<file path="src/rtl/counter_pkg.sv">
// counter_pkg: shared mode/direction constants and sizing helper for counters
package counter_pkg;
  localparam bit SAT_WRAP = 1'b0;
  localparam bit SAT_HOLD = 1'b1;
  localparam bit DIR_DOWN = 1'b0;
  localparam bit DIR_UP = 1'b1;
  function automatic int clog2(input int v);
    int r = 0;
    for (int i = 0; i < 31; i++) if ((1 << i) < v) r = i + 1;
    return r;
  endfunction
endpackage

</file>
<file path="src/rtl/en_prescaler.sv">
// en_prescaler: divides enabled cycles by PRESCALE into single-cycle step ticks
module en_prescaler
  import counter_pkg::*;
#(
  parameter int PRESCALE = 2
) (
  input  logic clk,
  input  logic reset,
  input  logic clr,
  input  logic en,
  output logic tick,
  output logic last
);
  localparam int PW = clog2(PRESCALE) < 1 ? 1 : clog2(PRESCALE);
  logic [PW-1:0] pcnt;
  assign last = pcnt == PW'(PRESCALE - 1);
  assign tick = en & last;
  always_ff @(posedge clk)
    pcnt <= (reset | clr | tick) ? '0 : en ? pcnt + PW'(1) : pcnt;
endmodule

</file>
<file path="src/rtl/mod_updown_counter.sv">
// mod_updown_counter: modulus up/down counter with load, prescaled enable, wrap/saturate and flags
module mod_updown_counter
  import counter_pkg::*;
#(
  parameter int WIDTH = 4,
  parameter int MAX = 2**WIDTH - 1,
  parameter int PRESCALE = 1,
  parameter bit SATURATE = SAT_WRAP,
  parameter int RESET_VAL = 0
) (
  input  logic             clk,
  input  logic             reset,
  input  logic             clear,
  input  logic             en,
  input  logic             dir,
  input  logic             load,
  input  logic [WIDTH-1:0] load_val,
  output logic [WIDTH-1:0] count,
  output logic             tc,
  output logic             wrap,
  output logic             ovf
);
  localparam logic [WIDTH-1:0] MAX_W = WIDTH'(MAX);
  localparam logic [WIDTH-1:0] RST_W = WIDTH'(RESET_VAL);
  if (longint'(MAX) > (longint'(1) << WIDTH) - 1 || RESET_VAL > MAX || RESET_VAL < 0 || PRESCALE < 1 || WIDTH < 1) begin : g_bad_params
    $error("mod_updown_counter: illegal parameters");
  end
  logic step, last, up, at_bound, bound;
  logic [WIDTH-1:0] nxt, load_clamp;
  if (PRESCALE == 1) begin : g_nopre
    assign step = en;
    assign last = 1'b1;
  end else begin : g_pre
    en_prescaler #(.PRESCALE(PRESCALE)) u_pre (
      .clk(clk),
      .reset(reset),
      .clr(clear | load),
      .en(en),
      .tick(step),
      .last(last)
    );
  end
  always_comb begin
    up = dir == DIR_UP;
    at_bound = (dir == DIR_DOWN) ? count == '0 : count == MAX_W;
    bound = step & at_bound;
    nxt = bound ? ((SATURATE == SAT_HOLD) ? count : up ? '0 : MAX_W)
                : up ? count + WIDTH'(1) : count - WIDTH'(1);
    load_clamp = ({1'b0, load_val} > (WIDTH+1)'(MAX)) ? MAX_W : load_val;
    tc = en & last & at_bound & ~(reset | clear | load);
  end
  always_ff @(posedge clk)
    if (reset | clear) begin
      count <= RST_W;
      wrap <= 1'b0;
      ovf <= 1'b0;
    end else if (load) begin
      count <= load_clamp;
      wrap <= 1'b0;
    end else begin
      count <= step ? nxt : count;
      wrap <= bound;
      ovf <= ovf | bound;
    end
endmodule
</file>
<file path="config.mk">
export PLATFORM = sky130hd
export DESIGN_NAME = mod_updown_counter
export DESIGN_NICKNAME = d
export VERILOG_FILES = /design/src/rtl/counter_pkg.sv /design/src/rtl/en_prescaler.sv /design/src/rtl/mod_updown_counter.sv
export SDC_FILE = /design/constraint.sdc
export NUM_CORES = 1
export LEC_CHECK = 0
export ABC_AREA = 1
export CAP_MARGIN = 20
export CORE_AREA = 2 2 39 41
export CTS_BUF_LIST = sky130_fd_sc_hd__clkbuf_8
export CTS_CLUSTER_SIZE = 12
export DETAILED_ROUTE_END_ITERATION = 8
export DIE_AREA = 0 0 41 43
export PLACE_DENSITY_LB_ADDON = 0.1
export SYNTH_ARGS = -nofsm -noshare
export SYNTH_HDL_FRONTEND = slang
export SYNTH_SLANG_ARGS = --single-unit
</file>
<file path="constraint.sdc">
create_clock -name clk -period 1.2 [get_ports clk]
set_input_delay 0.24 -clock clk [delete_from_list [all_inputs] [get_ports clk]]
set_output_delay 0.24 -clock clk [all_outputs]
set_load 0.005 [all_outputs]
</file>
==> impl_metrics.toml <==
[yosys]
syn_nets = 74
synth-edff-count = 0
ys_top_cells_by_area = "dfxtp_1 (30%), nand2_1 (20%), nor2_1 (9.3%)"
synth_top_cell_area_share_pct = 29.72
syn_inst = 61
synth_top_area_cell = "dfxtp_1"
synthTopCellsByCount = "nand2_1 (21), nor2_1 (10), dfxtp_1 (6), inv_1 (6)"
avgSynthCellArea_um2 = 6.625
syn_area_um2 = 404.1
synth.distinct_cells = 16
yosys_warnings = 0
synthArstFlopShare_pct = 0
yosysMostFrequentCell = "nand2_1"
ys_seq_elements = 6
synthFlopType = "dfxtp_1"
yosysSeqAreaShare_pct = 29.72

[worst_setup_path]
reg2reg_from = "count[2]"
end_kind = "register"
critPathMaxFanout = 4
crit_path_start_kind = "register"
cp_data_required_time_ps = 1360
reg2regPathDepth = 10
crit_type = "reg2reg"
critPathArrivalTime_ps = 1570
reg2reg_to = "count[3]"
cp-startpoint = "count[2]"
rrSetupSlack_ps = -210

[sta]
setup_viol = 5
slew_headroom_pct = 85.15
fin_skew_ps = 4.632
finalCritPeriodShare_pct = 117.8
rsz0062_at_grt = "yes"
hold_slack_ps = 454.9
fmax_ghz = 0.7072
tightestPinTransition_ps = 222.8
hold_violations = 0
slew_violations = 0
timing.final.ws_setup_ps = -214.1
min_period_ps = 1414

[clock_network]
clock_sinks = 6
clk_latency_ps = 220
clk_pin_slew_ps = 40
tritoncts = "built"
root_buffer = "clkbuf_8"
h-tree-depth = 1
hold_buffers = 0
cts-buffers-inserted = 3
cts_max_path_buffers = 2

[power_and_ir_drop]
p_leak_nw = 0.3827
p_per_area_nw_per_um2 = 938.3
peakVddDrop_uv = 585.7

[outcome]
status = "finished, violations left"
violations = "negative setup slack"

[placement]
dp_hpwl_um = 897.8
routabilityCongestion = 0.7619
portBuffers = 16

[global_routing]
grt.overflow.total = 0
grt_pass1_vias = 444
grt_use_total_pct = 16.20
grt_antenna_before_repair = 0
grt_pass1_wl_um = 1911
grt_max_degree = 6

[layout]
n_antenna_cell = 0
syn2layout_area_growth_pct = 96.28
fin_util_pct = 57.32
drive_above_1_share_pct = 37.50
fin_nets = 110

[floorplanning]
rows = 14
dieArea_um2 = 1763
die_h_um = 43
start_util_pct = 29.20
pin_count = 17
die_x_um = 41
core_um2 = 1384

[detailed_routing]
vias = 507
dr.pass1.iters = 4
drtIter0Drc = 6
drc = 0
antenna_left = 0
via_per_inst = 4.527
totalWireLength_um = 1179
wl_per_cell_um = 10.53

[worst_hold_path]
hold-path-endpoint = "ovf"
hp-start = "ovf"
min_path_cells = 2
hold_path.class = "reg2reg"

[job]
max_cap_violations = 0
## cell type report
cell class / count / area (um^2)
fill: 126 / 590.6
multi-input combinational: 48 / 302.8
timing repair buffer: 31 / 269.0
sequential: 6 / 127.6
clock buffer: 3 / 41.29
inverter: 7 / 28.78
tap: 16 / 20.02
clock inverter: 1 / 3.754
## critical path, stage by stage (launching register included)
cell and delay (ps):
dfxtp_4 350, buf_6 120, ha_4 200, or2_1 250, nand2_1 70, nand2_1 50, nand2_1 60, nand2_1 50
nand2_1 50, nand2_1 60, a21oi_2 100
## where the power goes
part | leakage (nW) | total [W] | internal (W) | switching, W
Sequential | 0.0509 | 0.000220 | 0.000210 | 0.00000954
Combinational | 0.305 | 0.000207 | 0.000115 | 0.0000926
Clock | 0.0269 | 0.000318 | 0.000221 | 0.0000969
Total | 0.383 | 0.000744 | 0.000545 | 0.000199
## worst max path at each step
stage	depth (start not counted)	endpoint
4_1_cts	6	tc
2_1_floorplan	9	count[3]
3_3_place_gp	6	tc
5_1_grt	10	count[3]
6_report	10	count[3]
3_5_place_dp	6	tc
## stage by stage
| stage | cells | setup TNS (ps) | cell area (um^2) | worst slack (ps) | total power, W |
|---|---|---|---|---|---|
| floorplan | 61 | -2.043 | 424.2 | -2.043 | 0.0003077 |
| global placement | 106 | -3114 | 701.9 | -648.1 | 0.0004132 |
| CTS | 110 | -365.2 | 775.7 | -237.9 | 0.0007477 |
| detailed placement | 106 | -3182 | 701.9 | -659.7 | 0.0004139 |
| global route | 112 | -847.1 | 793.3 | -277.5 | 0.0007912 |
| finish | 112 | -506.4 | 793.3 | -214.1 | 0.0007443 |
## kinds of logic after synthesis
family / count (synthesis) / share of synthesized area [%]
AND/OR/NAND/NOR: 35 / 35.61
AO/OA/AOI/OAI: 9 / 14.86
buffers and inverters: 7 / 6.500
flip-flops: 6 / 29.72
adder cells (fa/ha/maj): 3 / 11.14
XOR/XNOR: 1 / 2.168
## per-layer routing
metal | wire [um] | global-route usage, %
met3 | 46 | 1.571
met5 | 0 | 0
met4 | 0 | 8.000
met2 | 599 | 24.06
met1 | 533 | 22.33
## what timing repair did
| item | in CTS | in global routing |
|---|---|---|
| resized for setup | 25 | 4 |
| endpoints found under the setup margin | 11 | 6 |
| pin swaps | 9 | 10 |
| setup buffers | 0 | 2 |
## flip-flops by register name, summed over array words and instances (netlist names)
register  count
ovf           1
wrap          1
count         4
## placed cells by master (no fill, tap or decap), drive strengths merged
master,n
clkdlybuf4s50,8
clkdlybuf4s15,2
or2,1
nand4,1
nand3,2
clkbuf,3
nand2,21
fa,1
dfxtp,6
inv,8
xor2,1
ha,2
nor2,10
dlygate4sd2,4
buf,17
o221ai,3
o21ai,2
a21oi,4
Power figures use the tool's default switching activity.
